===== config.mk =====
export PLATFORM = sky130hd
export DESIGN_NAME = seq_arbiter
export DESIGN_NICKNAME = d
export VERILOG_FILES = /design/src/rtl/seq_arbiter.sv
export SDC_FILE = /design/constraint.sdc
export NUM_CORES = 1
export LEC_CHECK = 0
export BUFFER_PORTS_ARGS = -buffer_cell sky130_fd_sc_hd__buf_2
export CAP_MARGIN = 10
export CORE_MARGIN = 8
export CORE_UTILIZATION = 54
export CTS_CLUSTER_DIAMETER = 80
export DETAILED_ROUTE_END_ITERATION = 8
export PLACE_DENSITY = 0.85
export REMOVE_ABC_BUFFERS = 1
export SLEW_MARGIN = 10
export SYNTH_ARGS = -nofsm -noshare
export SYNTH_HDL_FRONTEND = slang
export SYNTH_SLANG_ARGS = --single-unit
export TNS_END_PERCENT = 30

===== constraint.sdc =====
create_clock -name clk -period 2.2 [get_ports clk]
set_clock_uncertainty 0.2 [all_clocks]
set_input_delay 0.11 -clock clk [delete_from_list [all_inputs] [get_ports clk]]
set_output_delay 0.11 -clock clk [all_outputs]
set_load 0.005 [all_outputs]

===== src/rtl/seq_arbiter.sv =====
// Round-robin arbiter granting one of four serial requesters a FRAME_LEN-bit
// frame on a shared sequence detector. Define SEQ_ARB_ABORT_EN for early abort.
module seq_arbiter #(
  parameter int FRAME_LEN = 8,
  parameter int CNT_W     = 8
) (
  input  logic             clk,
  input  logic             reset,
  input  logic [3:0]       req,
  input  logic [3:0]       bit_in,
  output logic [3:0]       grant,
  output logic             det_clr,
  output logic             det_x,
  input  logic             det_out,
  output logic [CNT_W-1:0] hit_cnt,
  output logic             done,
  output logic [1:0]       done_id,
  output logic             aborted
);

  typedef enum logic [2:0] {IDLE, CLEAR, STREAM, DRAIN, DONE} state_t;

  localparam logic [7:0] LAST_IDX = 8'(FRAME_LEN - 1);

  state_t           state_reg, state_next;
  logic [1:0]       winner_reg, winner_next;
  logic [1:0]       last_winner_reg, last_winner_next;
  logic [7:0]       bit_cnt_reg, bit_cnt_next;
  logic [CNT_W-1:0] hit_cnt_reg, hit_cnt_next;
  logic [1:0]       rr_pick;
  logic             count_en;
  logic             abort_now;

  // Lowest offset from last_winner+1 wins; scanning downward lets it overwrite.
  always_comb begin
    rr_pick = last_winner_reg + 2'd1;
    for (int i = 4; i >= 1; i--) begin
      if (req[2'(last_winner_reg + 2'(i))]) begin
        rr_pick = last_winner_reg + 2'(i);
      end
    end
  end

  // det_out lags det_x by one cycle, so the first STREAM cycle carries no sample.
  assign count_en = det_out &&
                    (((state_reg == STREAM) && (bit_cnt_reg != 8'd0)) ||
                     (state_reg == DRAIN));

`ifdef SEQ_ARB_ABORT_EN
  logic aborted_reg, aborted_next;

  assign abort_now = (state_reg == STREAM) && !req[winner_reg];

  always_comb begin
    aborted_next = aborted_reg;
    if (state_reg == CLEAR) begin
      aborted_next = 1'b0;
    end else if (abort_now) begin
      aborted_next = 1'b1;
    end
  end

  always_ff @(posedge clk or negedge reset) begin
    if (!reset) begin
      aborted_reg <= 1'b0;
    end else begin
      aborted_reg <= aborted_next;
    end
  end

  assign aborted = (state_reg == DONE) && aborted_reg;
`else
  assign abort_now = 1'b0;
  assign aborted   = 1'b0;
`endif

  always_comb begin
    state_next       = state_reg;
    winner_next      = winner_reg;
    last_winner_next = last_winner_reg;
    bit_cnt_next     = bit_cnt_reg;
    hit_cnt_next     = hit_cnt_reg;
    case (state_reg)
      IDLE: begin
        if (|req) begin
          winner_next  = rr_pick;
          hit_cnt_next = '0;
          state_next   = CLEAR;
        end
      end
      CLEAR: begin
        hit_cnt_next = '0;
        bit_cnt_next = 8'd0;
        state_next   = STREAM;
      end
      STREAM: begin
        bit_cnt_next = bit_cnt_reg + 8'd1;
        if ((bit_cnt_reg == LAST_IDX) || abort_now) begin
          state_next = DRAIN;
        end
      end
      DRAIN: begin
        state_next = DONE;
      end
      DONE: begin
        last_winner_next = winner_reg;
        state_next       = IDLE;
      end
      default: begin
        state_next = IDLE;
      end
    endcase
    if (count_en && (hit_cnt_reg != '1)) begin
      hit_cnt_next = hit_cnt_reg + CNT_W'(1);
    end
  end

  always_ff @(posedge clk or negedge reset) begin
    if (!reset) begin
      state_reg       <= IDLE;
      winner_reg      <= 2'd0;
      last_winner_reg <= 2'd3;
      bit_cnt_reg     <= 8'd0;
      hit_cnt_reg     <= '0;
    end else begin
      state_reg       <= state_next;
      winner_reg      <= winner_next;
      last_winner_reg <= last_winner_next;
      bit_cnt_reg     <= bit_cnt_next;
      hit_cnt_reg     <= hit_cnt_next;
    end
  end

  // Outputs decode straight from state so reset drops them without a clock.
  generate
    for (genvar gi = 0; gi < 4; gi++) begin : g_grant
      assign grant[gi] = (state_reg == STREAM) && (winner_reg == 2'(gi));
    end
  endgenerate

  assign det_x   = (state_reg == STREAM) ? bit_in[winner_reg] : 1'b0;
  assign det_clr = (state_reg == CLEAR);
  assign done    = (state_reg == DONE);
  assign done_id = (state_reg == DONE) ? winner_reg : 2'd0;
  assign hit_cnt = hit_cnt_reg;

endmodule


==> summary.md, run 1 <==
| Metric | Value |
|---|---|
| Outcome | `completed` |
| Finished Layout Cells | `203` |
| Layout Utilization | `around two thirds` |
| RSZ-0062 raised after global routing | `no` |
| Synth cell count leaders | `dfrtp_1 (21), nand2_1 (12), nor2_1 (10)` |
| Number of synthesized flops with an enable pin | `0` |
| Largest cells by area after synthesis | `dfrtp_1 (37%), a221o_1 (4.2%), dfstp_2 (3.7%), nand2_1 (3.2%), and2_1 (3.1%)` |
| Worst-case clock buffer depth | `2` |
| Die area | `between 4000 and 5000 um2` |
| Placed cells | `198` |
| Number of global-route vias before repair | `approximately 1300` |
| Top delay family on crit path | `simple AND/OR/NAND/NOR gates` |
| Kind of critical path | `register to output pin` |
| Ys flop type | `dfrtp_1` |
| Residual DRC | `0` |
| Crit start category | `register` |
| DRT Pass-1 Iters | `4` |
| Layout net count | `approximately 190` |
| All-layer global routing usage | `between 10% and 20%` |
| CTS root buf | `clkbuf_4` |
| Syn Inst Count | `144` |
| Synth top area share | `37.2%` |
| Register bit count reported by yosys | `23` |
| Class of the worst hold path | `input port to register` |
| CTS clk-pin slew, worst paths | `0.13 ns` |
| Synthesized area | `1410 um2` |
| Initial antenna violation count | `0` |
| Area after DPL | `~1600 um2` |
| Buffers on Ports | `27` |
| Core area | `2480 um2` |
| I/O pin count | `29` |
| Minimum clock period | `2.07 ns` |
| Leakage | `0.772 nW` |
| Switching Fraction | `41.4%` |
| Global route overflow | `0` |
| Ys async rst share | `100%` |
| Sequential share of the synthesized area | `40.9%` |
| Chip width | `~67 um` |
| Hold Fails Final Rpt | `0` |
| Yosys cell types | `47` |
| DR iter-0 viols | `65` |
| Net load switching power | `0.649 mW` |
| Warnings from Yosys | `0` |
| Max VDD drop | `approximately 0.00065 V` |
| Clock Latency Late Sink | `0.32 ns` |
| Setup TNS | `0 ns` |
| ANT cells | `0` |
| Detailed placement HPWL | `2.36 mm` |
| Count leader, synth | `dfrtp_1` |
| Worst Path Max Fanout | `9` |
| Maxcap violations | `0` |
| Register share of total power | `43.6%` |
| CP max stage cell | `or3b_2` |
| Slew Limit Fails | `0` |
| Least-Margin Pin Slew | `about 0.53 ns` |
| CTS tree | `done` |
| Filler Cells Inserted | `207` |
| Via count | `1231` |
| GPL Wtd Cong | `0.825` |
| Setup Buffers After CTS | `0` |
| Largest net degree at the start of global routing | `24` |
| Num CTS Buffers | `3` |
| Post-Layout Inst Area | `1610 um2` |
| Hold WS | `approximately 0.023 ns` |
| Crit path required time | `1.89 ns` |
| Post-Route WL | `3.08 mm` |
| Rel. slew slack | `around 65%` |
| CTS Sinks | `23` |
| Fin worst setup slack | `0.134 ns` |
| Fmax | `484 MHz` |
| Global-route wire length before repair | `around 5.4 mm` |
| Place WS | `0.226 ns` |
| Crit end category | `output pin` |
| Power Density | `973 nW/um2` |
| Initial core utilization | `57.1%` |
| Die Ht | `67.2 um` |
| Power, Total | `roughly 1.6 mW` |
| Synthesis-to-layout area growth | `13.9%` |
| Largest area contributor in the netlist | `dfrtp_1` |
| Final setup violation count | `0` |
| Post-route ant nets | `0` |
| Cell Int Power | `0.918 mW` |
| Comb power frac | `42.9%` |
| Crit-path max cell delay | `0.56 ns` |
| CTS H-tree lvls | `1` |
| Tcrit/Tclk final | `93.9%` |
| Critical path cell sequence | `or3b_2 > nor3_1 > buf_2` |
| Clock power share | `roughly 14%` |
| Worst endpoint data arrival time | `1.76 ns` |
| Worst Path Buf+Inv | `1` |
| Avg WL per Cell | `15.2 um` |
| Mean Syn Cell Area | `9.82 um2` |
| Layout cells sized above 1 | `around 28%` |
| Placement Rows | `18` |
| DR vias/cell | `6.06` |
-- power groups by stage --
| stage | clock network [mW] | logic (mW) | registers (mW) |
|---|---|---|---|
| after floorplan | 0 | 0.499 | 0.651 |
| after global placement | 0 | 0.660 | 0.677 |
| after detailed placement | 0 | 0.673 | 0.687 |
| after CTS | 0.213 | 0.676 | 0.680 |
| after global routing | 0.235 | 0.764 | 0.708 |
| final | 0.211 | 0.673 | 0.683 |
-- routing by layer --
metal / part of all wire (%) / wire length [um] / track usage [%]
met1: 43 / 1310 / 16.9
met2: 48 / 1490 / 26.4
met3: 7.1 / 220 / 4.14
met4: 1.9 / 58 / 6.53
met5: 0 / 0 / 0
-- cell families (layout without fill, tap and decap cells) --
logic type | Yosys count | in the layout | synth area share, %
buf+inv | 10 | 39 | 3.27
compound gates | 28 | 28 | 16.3
mux | 8 | 8 | 6.81
fa+ha+maj | 3 | 3 | 2.66
other cells | 1 | 1 | 0.265
flops | 23 | 23 | 40.9
simple gates | 70 | 70 | 29.2
xor+xnor | 1 | 1 | 0.620
-- worst register-to-register path: stages (launching register included) --
cell and delay, ns:
dfrtp_1 0.41, inv_1 0.11, ha_1 0.15, nor3b_1 0.22, and3_1 0.34, nor2_2 0.14, a221o_1 0.36
-- placed cells by master, fill, tap and decap left out, drive strengths merged, types with 2 or more instances in the layout --
cell type,instances
buf,28
mux2,3
nand3,7
nand2,12
o21bai,3
mux2i,4
or3b,2
and4,2
ha,3
nor2b,2
and3,3
dfrtp,21
nor3,4
inv,6
and2,7
dfstp,2
nor2,11
nor3b,6
a21oi,4
a221o,6
o21ai,5
clkbuf,3
nand3b,2
nor4,3
nand4,4
-- path summary, 6_finish.rpt --
path,cells after the start,slack [ns],end,start
setup / recovery,3,0.13,grant[0],state_reg[0]
hold / removal,3,0.02,winner_reg[1],req[1]
setup reg to reg,6,0.17,hit_cnt[7],bit_cnt_reg[0]
hold reg to reg,1,0.31,bit_cnt_reg[7],bit_cnt_reg[7]
max in group asynchronous,2,1.38,last_winner_reg[1],reset
min in group asynchronous,2,0.05,hit_cnt[7],reset
-- cell type report --
| type | instances | area, um2 | share of cell area [%] |
|---|---|---|---|
| clock buffer | 3 | 22.5 | 1.40 |
| clock inverter | 1 | 7.51 | 0.466 |
| inverter | 6 | 22.5 | 1.40 |
| multi-input combinational | 111 | 790 | 49.0 |
| sequential | 23 | 578 | 35.9 |
| tap | 30 | 37.5 | 2.33 |
| timing repair buffer | 29 | 153 | 9.48 |
-- timing repair --
action / in CTS / in global routing
hold buffers: 1 / 0
endpoints found under the hold margin: 23 / 0
gates resized for setup: 0 / 0
Power figures use the tool's default switching activity.
==> run 2: changes to the inputs <==
--- a/config.mk
+++ b/config.mk
@@ -7,7 +7,6 @@
 export LEC_CHECK = 0
 export BUFFER_PORTS_ARGS = -buffer_cell sky130_fd_sc_hd__buf_2
 export CAP_MARGIN = 10
-export CORE_MARGIN = 8
 export CORE_UTILIZATION = 54
 export CTS_CLUSTER_DIAMETER = 80
 export DETAILED_ROUTE_END_ITERATION = 8
==> run 2 against run 1 <==
Effect of this change: first-iteration DRC count decreased by 74%; final cell count unchanged; die area decreased by 37%; sequential power about the same; utilization decreased by 0.10 points; critical path depth unchanged; flip-flop and latch count unchanged; worst setup slack got worse by 0.0064 ns; non-clock buffer count unchanged; critical path type unchanged.
==> summary.md, run 2 (same netlist as run 1, synthesis figures left out) <==
| Metric | Value |
|---|---|
| ANT cells | `0 (unchanged)` |
| Die area | `2830 um2 (was 4510 um2)` |
| Reg area | `578 um2 (unchanged)` |
| CTS Sinks | `23 (unchanged)` |
| Final setup violation count | `0 (unchanged)` |
| Worst Path Max Fanout | `9 (unchanged)` |
| Outcome | `completed (unchanged)` |
| DR vias/cell | `5.96 (was 6.06)` |
| Reg2reg start | `bit_cnt_reg[0] (unchanged)` |
| CTS H-tree lvls | `1 (unchanged)` |
| GPL Wtd Cong | `0.807 (was 0.825)` |
| Worst hold start | `req[1] (unchanged)` |
| Most common cell after layout, fill and taps aside | `buf_2 (unchanged)` |
| Multi-input logic area | `790 um2 (unchanged)` |
| Hold WS | `0.0177 ns (was 0.0235 ns)` |
| Largest net degree at the start of global routing | `24 (unchanged)` |
| I/O pin count | `29 (unchanged)` |
| Synthesis-to-layout area growth | `13.7% (was 13.9%)` |
| Leakage | `0.776 nW (was 0.772 nW)` |
| Crit end category | `output pin (unchanged)` |
| Post-route ant nets | `0 (unchanged)` |
| Kind of critical path | `register to output pin (unchanged)` |
| Filler Cells Inserted | `221 (was 207)` |
| Placement Rows | `18 (unchanged)` |
| Crit start category | `register (unchanged)` |
| Layout net count | `188 (unchanged)` |
| Post_cts resized | `0 (unchanged)` |
| Initial antenna violation count | `0 (unchanged)` |
| Hold Fails Final Rpt | `0 (unchanged)` |
| CTS tree | `done (unchanged)` |
| Class of the worst hold path | `input port to register (unchanged)` |
| Initial core utilization | `57.1% (unchanged)` |
| Worst endpoint data arrival time | `1.76 ns (about the same)` |
| Comb power frac | `43.7% (was 42.9%)` |
| CTS clk-pin slew, worst paths | `0.14 ns (was 0.13 ns)` |
| Clock power share | `13.3% (was 13.5%)` |
| Chip width | `53.2 um (was 67.2 um)` |
| Top delay family on crit path | `simple AND/OR/NAND/NOR gates (unchanged)` |
| Power Density | `984 nW/um2 (was 973 nW/um2)` |
| Avg WL per Cell | `14.9 um (was 15.2 um)` |
| Fmax | `483 MHz (was 484 MHz)` |
| Worst hold stages | `3 (unchanged)` |
| Fin worst setup slack | `0.128 ns (was 0.134 ns)` |
| Post-Layout Inst Area | `1610 um2 (about the same)` |
| Tcrit/Tclk final | `94.2% (was 93.9%)` |
| Critical path cell sequence | `or3b_2 > nor3b_1 > buf_2 (was or3b_2 > nor3_1 > buf_2)` |
| CTS root buf | `clkbuf_4 (unchanged)` |
| Setup TNS | `0 ns (unchanged)` |
| Crit path required time | `1.89 ns (about the same)` |
| Slew Limit Fails | `0 (unchanged)` |
| All-layer global routing usage | `23.9% (was 15.1%)` |
| Hold path endpoint | `winner_reg[1] (unchanged)` |
| Num CTS Buffers | `3 (unchanged)` |
| Via count | `1209 (was 1231)` |
| Clock Latency Late Sink | `0.33 ns (was 0.32 ns)` |
| Minimum clock period | `2.07 ns (about the same)` |
| Most frequent cells in the layout | `buf_2 (27), dfrtp_1 (21), nand2_1 (12), nor2_1 (10) (unchanged)` |
| Placed cells | `198 (unchanged)` |
| Rel. slew slack | `63.6% (was 64.8%)` |
| Place WS | `0.225 ns (was 0.226 ns)` |
| Detailed placement HPWL | `2.21 mm (was 2.36 mm)` |
| Global route overflow | `0 (unchanged)` |
| DR iter-0 viols | `17 (was 65)` |
| Cell Int Power | `0.917 mW (was 0.918 mW)` |
| Worst r2r dst | `hit_cnt[4] (was hit_cnt[7])` |
| Max VDD drop | `0.000665 V (was 0.000653 V)` |
| Maxcap violations | `0 (unchanged)` |
| Net load switching power | `0.665 mW (was 0.649 mW)` |
| Post-Route WL | `3.02 mm (was 3.08 mm)` |
| Crit-path max cell delay | `0.56 ns (about the same)` |
| Area after DPL | `1570 um2 (unchanged)` |
| Register share of total power | `43.1% (was 43.6%)` |
| Reg2reg setup slack | `0.20 ns (was 0.17 ns)` |
| Finished Layout Cells | `203 (unchanged)` |
| Switching Fraction | `42.0% (was 41.4%)` |
| CP max stage cell | `or3b_2 (unchanged)` |
| Worst-case clock buffer depth | `2 (unchanged)` |
| Layout cells sized above 1 | `27.7% (unchanged)` |
| Global-route wire length before repair | `4.77 mm (was 5.44 mm)` |
| Worst Path Buf+Inv | `1 (unchanged)` |
| Least-Margin Pin Slew | `0.544 ns (was 0.527 ns)` |
| Reg2reg path depth | `6 (unchanged)` |
| RSZ-0062 raised after global routing | `no (unchanged)` |
| Buffers on Ports | `27 (unchanged)` |
| DRT Pass-1 Iters | `4 (unchanged)` |
| Number of global-route vias before repair | `1099 (was 1274)` |
| Residual DRC | `0 (unchanged)` |
| Core area | `2480 um2 (unchanged)` |
| Die Ht | `53.2 um (was 67.2 um)` |
==> run 2: cell types whose count changed in the layout (fill, tap and decap cells not counted) <==
cell        before  now
clkinvlp_4       1    0
clkinv_2         0    1
==> run 2: worst reg2reg max path, delay by kind of cell, from the launching register on <==
kind                       cells  cell delay (ns)
DFF                            1             0.40
and+or+nand+nor                3             0.70
AOI/OAI and AO/OA              1             0.35
adders and majority gates      1             0.15
buffers and inverters          1             0.10
==> run 2: worst max-delay path by stage <==
stage | startpoint | to | slack [ns] | cells past startpoint
4_1_cts | state_reg[0] | grant[2] | 0.12 | 3
3_3_place_gp | bit_cnt_reg[0] | hit_cnt[4] | 0.26 | 6
6_report | state_reg[0] | grant[2] | 0.13 | 3
5_1_grt | state_reg[2] | done_id[1] | 0.06 | 3
3_5_place_dp | bit_cnt_reg[0] | hit_cnt[4] | 0.22 | 6
2_1_floorplan | bit_cnt_reg[0] | hit_cnt[2] | 0.38 | 6
==> run 2: through the flow <==
step | power (mW) | util, %
5_1_grt | 1.70 | 64.9
6_report | 1.58 | 64.9
2_1_floorplan | 1.15 | -
4_1_cts | 1.59 | 64.9
3_5_place_dp | 1.38 | 63.4
3_3_place_gp | 1.33 | 63.4
==> run 2: power by group through the flow <==
stage	Sequential (mW)	Clock, mW	Combinational, mW
finish	0.682	0.210	0.691
global route	0.706	0.222	0.774
CTS	0.681	0.214	0.693
detailed placement	0.689	0	0.688
global placement	0.676	0	0.656
floorplan	0.651	0	0.499
==> run 2: cell type report <==
cell class / instances / area share (%)
multi-input combinational: 111 / 49.1
inverter: 6 / 1.40
clock buffer: 3 / 1.40
sequential: 23 / 36.0
clock inverter: 1 / 0.311
timing repair buffer: 29 / 9.49
tap: 30 / 2.33
==> run 2: routing by layer <==
| layer | GRT usage [%] | vias to the layer above | share of wire [%] |
|---|---|---|---|
| li1 | - | 591 | - |
| met1 | 27.7 | 586 | 45 |
| met2 | 43.0 | 28 | 51 |
| met3 | 2.87 | 4 | 2.8 |
| met4 | 11.4 | 0 | 1.3 |
| met5 | 0 | - | 0 |
==> run 2: what timing repair did <==
item / in CTS / in global routing
setup buffers: 0 / 0
endpoints found under the hold margin: 23 / 0
hold buffers: 1 / 0
